$ cat src/rtl/lynx_tap_player.sv
// Lynx TAP playback: captures an ioctl TAP download into tape RAM and
// replays it as a square-wave EAR stream, muxed with the ADC tape input.
module lynx_tap_player #(
  parameter int          ADDR_W    = 16,
  parameter logic [7:0]  TAP_INDEX = 8'd1,
  parameter int          HALF0     = 1136,
  parameter int          HALF1     = 568,
  parameter int          CNT_W     = 12
) (
  input  logic              clk_sys,
  input  logic              reset,
  input  logic              ioctl_download,
  input  logic [7:0]        ioctl_index,
  input  logic              ioctl_wr,
  input  logic [24:0]       ioctl_addr,
  input  logic [7:0]        ioctl_data,
  input  logic              play,
  input  logic              stop,
  output logic [ADDR_W-1:0] mem_addr,
  output logic [7:0]        mem_wdata,
  output logic              mem_we,
  output logic              mem_rd,
  input  logic [7:0]        mem_rdata,
  input  logic              mem_ack,
  input  logic              adc_ear,
  input  logic              adc_act,
  output logic              ear,
  output logic              busy,
  output logic              done,
  output logic              overflow,
  output logic [ADDR_W:0]   tap_len
);

  typedef enum logic [2:0] {
    S_IDLE, S_LOAD, S_FETCH, S_BIT_HI, S_BIT_LO, S_FINISH
  } state_t;

  state_t            r_state, w_next;
  logic              r_busy, r_we, r_ovf;
  logic [ADDR_W-1:0] r_waddr;
  logic [7:0]        r_wdata, r_sh;
  logic [ADDR_W:0]   r_len, r_ptr;
  logic [2:0]        r_bitcnt;
  logic [CNT_W-1:0]  r_cnt;

  logic              w_tap_dl, w_playing, w_oob, w_wr_ok, w_cnt_z;
  logic [ADDR_W:0]   w_end, w_ptr_inc;

  // Counter holds remaining cycles minus one, so zero marks the last cycle.
  function automatic logic [CNT_W-1:0] f_half(input logic b);
    return b ? CNT_W'(HALF1 - 1) : CNT_W'(HALF0 - 1);
  endfunction

  assign w_tap_dl  = ioctl_download && (ioctl_index == TAP_INDEX);
  assign w_playing = (r_state == S_FETCH) || (r_state == S_BIT_HI) ||
                     (r_state == S_BIT_LO);
  assign w_oob     = |ioctl_addr[24:ADDR_W];
  assign w_wr_ok   = (r_state == S_LOAD) && ioctl_wr && !w_oob;
  assign w_cnt_z   = (r_cnt == '0);
  assign w_end     = {1'b0, ioctl_addr[ADDR_W-1:0]} +
                     {{ADDR_W{1'b0}}, 1'b1};
  assign w_ptr_inc = r_ptr + {{ADDR_W{1'b0}}, 1'b1};

  always_comb begin
    w_next = r_state;
    unique case (r_state)
      S_IDLE: begin
        if (w_tap_dl)
          w_next = S_LOAD;
        else if (play && !stop)
          w_next = (r_len == '0) ? S_FINISH : S_FETCH;
      end
      S_LOAD: begin
        if (!ioctl_download)
          w_next = S_IDLE;
      end
      S_FETCH: begin
        if (w_tap_dl)     w_next = S_LOAD;
        else if (stop)    w_next = S_FINISH;
        else if (mem_ack) w_next = S_BIT_HI;
      end
      S_BIT_HI: begin
        if (w_tap_dl)     w_next = S_LOAD;
        else if (stop)    w_next = S_FINISH;
        else if (w_cnt_z) w_next = S_BIT_LO;
      end
      S_BIT_LO: begin
        if (w_tap_dl)
          w_next = S_LOAD;
        else if (stop)
          w_next = S_FINISH;
        else if (w_cnt_z) begin
          if (r_bitcnt != 3'd0)
            w_next = S_BIT_HI;
          else
            w_next = (w_ptr_inc < r_len) ? S_FETCH : S_FINISH;
        end
      end
      S_FINISH: w_next = S_IDLE;
      default:  w_next = S_IDLE;
    endcase
  end

  always_ff @(posedge clk_sys or posedge reset) begin
    if (reset) begin
      r_state <= S_IDLE;
      r_busy  <= 1'b0;
    end else begin
      r_state <= w_next;
      r_busy  <= (w_next == S_LOAD) || (w_next == S_FETCH) ||
                 (w_next == S_BIT_HI) || (w_next == S_BIT_LO);
    end
  end

  always_ff @(posedge clk_sys or posedge reset) begin
    if (reset) begin
      r_we    <= 1'b0;
      r_ovf   <= 1'b0;
      r_waddr <= '0;
      r_wdata <= '0;
      r_len   <= '0;
    end else begin
      r_we <= w_wr_ok;
      if (w_wr_ok) begin
        r_waddr <= ioctl_addr[ADDR_W-1:0];
        r_wdata <= ioctl_data;
        if (w_end > r_len)
          r_len <= w_end;
      end
      if ((r_state == S_LOAD) && ioctl_wr && w_oob)
        r_ovf <= 1'b1;
      if ((w_next == S_LOAD) && (r_state != S_LOAD)) begin
        r_len <= '0;
        r_ovf <= 1'b0;
      end
    end
  end

  always_ff @(posedge clk_sys or posedge reset) begin
    if (reset) begin
      r_ptr    <= '0;
      r_sh     <= '0;
      r_bitcnt <= '0;
      r_cnt    <= '0;
    end else begin
      unique case (r_state)
        S_IDLE: begin
          if (w_next == S_FETCH)
            r_ptr <= '0;
        end
        S_FETCH: begin
          if (mem_ack) begin
            r_sh     <= mem_rdata;
            r_bitcnt <= 3'd7;
            r_cnt    <= f_half(mem_rdata[7]);
          end
        end
        S_BIT_HI: begin
          r_cnt <= w_cnt_z ? f_half(r_sh[7]) : r_cnt - 1'b1;
        end
        S_BIT_LO: begin
          if (!w_cnt_z)
            r_cnt <= r_cnt - 1'b1;
          else if (r_bitcnt != 3'd0) begin
            r_sh     <= {r_sh[6:0], 1'b0};
            r_bitcnt <= r_bitcnt - 1'b1;
            r_cnt    <= f_half(r_sh[6]);
          end else
            r_ptr <= w_ptr_inc;
        end
        default: ;
      endcase
    end
  end

  assign mem_addr  = (r_state == S_FETCH) ? r_ptr[ADDR_W-1:0] : r_waddr;
  assign mem_wdata = r_wdata;
  assign mem_we    = r_we;
  assign mem_rd    = (r_state == S_FETCH);
  assign busy      = r_busy;
  assign done      = (r_state == S_FINISH);
  assign overflow  = r_ovf;
  assign tap_len   = r_len;
  assign ear       = w_playing ? (r_state == S_BIT_HI) : (adc_ear & adc_act);

endmodule

$ cat config.mk
export PLATFORM = sky130hd
export DESIGN_NAME = lynx_tap_player
export DESIGN_NICKNAME = d
export VERILOG_FILES = /design/src/rtl/lynx_tap_player.sv
export SDC_FILE = /design/constraint.sdc
export NUM_CORES = 1
export LEC_CHECK = 0
export CORE_UTILIZATION = 45
export CTS_CLUSTER_SIZE = 14
export DETAILED_ROUTE_END_ITERATION = 6
export PLACE_DENSITY = 0.7
export SLEW_MARGIN = 5
export SYNTH_ARGS = -nofsm -noshare
export SYNTH_HDL_FRONTEND = slang
export SYNTH_SLANG_ARGS = --single-unit
$ cat constraint.sdc
create_clock -name clk_sys -period 3.8 [get_ports clk_sys]
set_input_delay 0.95 -clock clk_sys [delete_from_list [all_inputs] [get_ports clk_sys]]
set_output_delay 0.95 -clock clk_sys [all_outputs]
set_load 0.1 [all_outputs]
# Word level (Yosys, flattened, before mapping)
# Cells that the tools add are included.
[totals]
ff_bits = 87
inputBits = 58
[op_classes]
add_sub_neg = 4
order_cmp = 2
n_eq_ne = 17
muxes = 43
bitwise_logic = 1
n_reduce_logical = 28
[ops]
columns = ["op", "n"]
rows = [
  ["$mux W17", 6],
  ["$mux W3", 18],
  ["$mux W12", 4],
  ["$pmux W12 S3", 1],
  ["$pmux W17 S2", 1],
  ["$mux W11", 3],
  ["$mux W8", 3],
  ["$add A16 B1 Y17 const B", 1],
  ["$add A17 B1 Y17 const B", 1],
  ["$gt A17 B17 Y1", 1],
  ["$logic_not A17 Y1", 1],
  ["$lt A17 B17 Y1", 1],
  ["$mux W16", 1],
  ["$pmux W8 S2", 1],
  ["$pmux W3 S5", 1],
  ["$eq A3 B2 Y1 const B", 4],
  ["$logic_not A12 Y1", 1],
  ["$sub A12 B1 Y12 const B", 1],
  ["$reduce_bool A2 Y1", 5],
  ["$eq A3 B3 Y1 const B", 3],
  ["$reduce_or A9 Y1", 1],
  ["$eq A8 B1 Y1 const B", 1],
  ["$reduce_and A4 Y1", 2],
  ["$eq A3 B1 Y1 const B", 2],
  ["15 further kinds", 31],
]

# Logic depth before layout (Yosys ltp)
[logic_depth]
ltp_word = 12
mapped_depth = 17
depth_no_buf = 16

# Worst setup path before layout
# No wires, ideal clock.
[synth_timing]
path_type = "input to output"
startpoint = "in adc_ear"
endpoint = "out ear"
arrival_time_ps = 3287
required_ps = 2850
setup_slack_ps = -437
stages = 2
path_buffers = 0
path_cell_list = "nand3_1 > a211oi_1"
[synth_via]
elab_chain_len = 2
[synth_lines]
columns = ["item", "line", "text"]
rows = [
  ["from (decl)", "25", "input logic adc_ear,"],
  ["$and A1 B1 Y1", "184", "assign ear = w_playing ? (r_state == S_BIT_HI) : (adc_ear & adc_act);"],
  ["$mux W1", "184", ""],
  ["to (decl)", "27", "output logic ear,"],
]
# No other way between the ends.

# Final worst setup path
[layout_timing]
startpoint = "reg r_ptr[0]"
endpoint = "reg r_len[12] (netlist: tap_len[12])"
[layout_via]
elab_chain_len = 12
elab_cells_between_ends = 14
[layout_lines]
columns = ["item", "line", "text"]
rows = [
  ["from (decl)", "42", "logic [ADDR_W:0] r_len, r_ptr;"],
  ["from (signal assigned)", "169", "r_ptr <= w_ptr_inc;"],
  ["$add A17 B1 Y17 (*)", "62", "assign w_ptr_inc = r_ptr + {{ADDR_W{1'b0}}, 1'b1};"],
  ["$lt A17 B17 Y1 (*)", "96", "w_next = (w_ptr_inc < r_len) ? S_FETCH : S_FINISH;"],
  ["$mux W3 (*)", "96", ""],
  ["$mux W3 (*)", "93", "if (r_bitcnt != 3'd0)"],
  ["$mux W3 (*)", "92", "else if (w_cnt_z) begin"],
  ["$mux W3 (*)", "90", "else if (stop)"],
  ["$mux W3 (*)", "88", "if (w_tap_dl)"],
  ["$pmux W3 S5 (*)", "66", "unique case (r_state)"],
  ["net w_next[1]", "38", "state_t r_state, w_next;"],
  ["$eq A3 B1 Y1 (*)", "132", "if ((w_next == S_LOAD) && (r_state != S_LOAD)) begin"],
  ["$logic_and A1 B1 Y1 (*)", "132", ""],
  ["$reduce_bool A2 Y1 (no source line)", "-", ""],
  ["$reduce_and A2 Y1 (no source line)", "-", ""],
  ["to (signal assigned)", "128", "r_len <= w_end;"],
  ["to (decl)", "42", ""],
]
# Mark *: on every way through the listed nets, which the timed path passes. The rest lies on a longest branch.
# A chain may end at the register's enable or synchronous reset.

==> results.tsv <==
metric	value	unit
smallest setup slack after layout	0.249	ns
RSZ-0062 raised after global routing	false	
Setup WS pre-CTS	-0.125	ns
Initial Utilization	46.7	%
cts bufs inserted	9	
worst hold path cell count	2	
CP required	4.08	ns
maximum achievable frequency	282	MHz
via-per-instance ratio	5.54	
Detail Route Antenna Nets	0	
width of the die	114	um
critical hold path startpoint	mem_wdata[6]	
setup total negative slack	0	ns
number of levels in the clock H-tree	3	
number of global-route vias before repair	5615	
number of DRC markers in iteration 0	391	
Post-DP HPWL	12900	um
PD cells	482	nW/um2
NumNets Final	924	
largest stage delay on the critical path	0.38	ns
Max transition margin	34.0	%
master of the slowest instance on the critical path	o41ai_4	
instance count of the mapped netlist	690	
drt total wl	16900	um
largest clock skew in the final design	0.00700	ns
average size of a mapped cell	8.24	um2
clock latency at the later pin of the worst-skew pair	0.35	ns
post-detailed-route DRC marker count	0	
layout-stage area growth over the synthesis result	35.8	%
smallest hold slack	0.474	ns
Min Clock Period, post-route	3.55	ns
clk slew on worst S/H paths	0.06	ns
total number of cells along the worst setup path	18	
Congestion Overflow GR	0	
number of cell instances on the worst register-to-register path	18	
sequential fraction of the synthesis area	38.3	%
placed standard-cell area	7390	um2
cell at the root of the clock tree	clkbuf_16	
average wire length per cell after detail routing	16.9	um
global-route usage over all layers	27.0	%
die boundary height	114	um
number of synthesized flops with an enable pin	0	
setup slack on the worst flop-to-flop path	0.25	ns
number of buffers inserted by port buffering	104	
number of max-cap violations	0	
Syn Std Cell Area	5680	um2
count of cell types in the netlist	55	
final core utilization	63.5	%
Yosys warning count	0	
top fanout value on the critical path	18	
Std-Cell Core Area	12200	um2
I/O pin cnt	105	
worst-case clock buffer depth	2	
TritonCTS clock tree	built	
kind of end point of the critical path	flop	
Least-Margin Pin Slew	0.987	ns
Power, Total	3.72	mW
max-slew violations	0	
clk sink count	87	
result of the run	completed	
maximum number of pins on one net before global-route repair	49	
hold endpoint	mem_wdata[6]	
number of inserted filler cells in the final layout	1056	
most used flip-flop cell after synthesis	dfrtp_1	
number of setup violations in the final report	0	
number of core rows	40	
fraction of final layout cells sized beyond drive strength 1	12.5	%
summed area of non-filler cells in the final layout	7720	um2
Peak VDD IR	249	uV
cell count after placement	984	
routability-driven placement congestion ratio	0.908	
number of inserted diodes	0	
reg-to-reg critical path startpoint	r_ptr[0]	
leakage power	3.50	nW
category of cells accounting for the largest share of critical-path delay	compound AO/OA/AOI/OAI gates	
data arrival time of the critical path	3.83	ns
nature of the critical path startpoint	flop	
number of iterations in the first detailed-routing pass	5	
Buf+Inv Stages, Crit Path	4	
vias after detailed routing	5547	
proportion of register bits with asynchronous set or reset after synthesis	100	%
Critical Path, Cell by Cell	ha_1 -> nand3_1 -> inv_1 -> nand3_1 -> nor2_1 -> nand4_1 -> xnor2_1 -> buf_4 -> ha_1 -> a21oi_1 -> a21oi_1 -> a211oi_1 -> buf_4 -> a21boi_1 -> o41ai_4 -> nor4_4 -> buf_12 -> nor2_1	
type of the tightest min-delay check	reg -> reg	
class of the most critical setup path	reg -> reg	
synthesis-stage register bit count	87	
endpoint of the worst register-to-register path	tap_len[12]	
wire length of the first global-routing pass	27100	um
final standard cell count with taps included and fillers excluded	1001	
total die area	13100	um2
final period utilization	93.5	%
number of antenna violations at the first check in global routing	0	
Hold Violations, Final	0	
number of nets in the synthesized netlist	786	
Yosys cell counts, types with 3 or more instances:
cell / count / share of area (%)
a211oi_1: 4 / 0.53
a21boi_0: 4 / 0.53
a21o_1: 7 / 0.92
a21oi_1: 24 / 2.1
a22o_1: 3 / 0.46
a31oi_1: 17 / 1.9
and2_1: 3 / 0.33
and3_1: 10 / 1.1
buf_1: 3 / 0.20
buf_2: 5 / 0.44
clkbuf_1: 19 / 1.3
dfrtp_1: 87 / 38
ha_1: 38 / 8.4
inv_1: 30 / 2.0
mux2i_1: 17 / 3.0
nand2_1: 173 / 11
nand3_1: 25 / 2.2
nand4_1: 10 / 1.1
nor2_1: 60 / 4.0
nor2b_1: 5 / 0.55
nor3_1: 10 / 0.88
nor4_1: 6 / 0.66
o21a_1: 3 / 0.40
o21ai_0: 45 / 4.0
o21ai_1: 3 / 0.26
o31ai_1: 9 / 1.2
o41ai_1: 4 / 0.62
or3_1: 3 / 0.33
xnor2_1: 20 / 3.1
xor2_1: 11 / 1.7
power by group:
group / internal [mW] / switching [mW] / total [mW]
Clock: 0.530 / 0.377 / 0.908
Sequential: 1.08 / 0.193 / 1.28
Combinational: 0.627 / 0.914 / 1.54
worst min-delay path: stages (launching register included):
cell and delay, ns:
dfrtp_1 0.34, nand2_1 0.05, nand2_1 0.06
worst max path at each step:
| stage | slack, ns | from | endpoint |
|---|---|---|---|
| floorplan | 0.12 | r_state[1] | mem_addr[10] |
| global placement | -0.05 | ioctl_addr[1] | tap_len[13] |
| detailed placement | -0.13 | r_ptr[0] | tap_len[4] |
| CTS | 0.11 | r_ptr[0] | tap_len[9] |
| global route | 0.03 | r_ptr[0] | tap_len[11] |
| finish | 0.25 | r_ptr[0] | tap_len[12] |
metal layers:
layer  wire length, um  vias to the layer above  global-route usage [%]  share of wire, %
met2              8150                      180                    44.4                48
met4               708                        0                    15.8               4.2
li1                  -                     2655                       -                 -
met5                 0                        -                       0                 0
met1              7230                     2667                    33.5                43
met3               834                       45                    4.50               4.9
layout make-up:
class / instances / area, um2 / area share (%)
tap: 168 / 210 / 2.72
multi-input combinational: 542 / 3260 / 42.3
clock buffer: 12 / 246 / 3.19
inverter: 31 / 118 / 1.52
timing repair buffer: 157 / 1650 / 21.4
sequential: 87 / 2180 / 28.2
clock inverter: 4 / 55.1 / 0.713
flip-flops by register name, indices dropped and copies added (netlist names):
signal	flops
r_ptr	17
tap_len	17
r_waddr	16
r_cnt	12
mem_wdata	8
r_sh	8
r_bitcnt	3
r_state	3
busy	1
mem_we	1
overflow	1
what timing repair did:
item,in CTS,in global routing
pin swaps,1,1
hold buffers,0,0
resized for setup,0,1
setup endpoints to repair,18,19
setup buffers,1,0
placed cells by master, fill, tap and decap left out, types with 4 or more instances in the layout:
cell type	instances
o31ai_1	9
nand2_1	173
o21ai_0	45
a21oi_1	24
buf_12	21
a21o_1	7
nand3_1	25
clkdlybuf4s50_1	84
nor3_1	9
nor2_1	60
xnor2_1	20
buf_4	52
a31oi_1	17
nor4_1	6
nor2b_1	5
xor2_1	11
mux2i_1	17
clkbuf_16	9
nand4_1	10
dfrtp_1	87
inv_1	29
ha_1	38
a21boi_0	4
o41ai_1	4
and3_1	10
logic make-up after synthesis:
kind of cell / Yosys count / synth area share (%)
AND/OR/NAND/NOR: 320 / 25.5
multiplexers: 17 / 2.99
adder cells (fa/ha/maj): 38 / 8.37
AO/OA/AOI/OAI: 136 / 15.6
XOR/XNOR: 31 / 4.78
flip-flops: 87 / 38.3
buffers and inverters: 61 / 4.47
No activity file was read; power rests on OpenSTA's default activity.
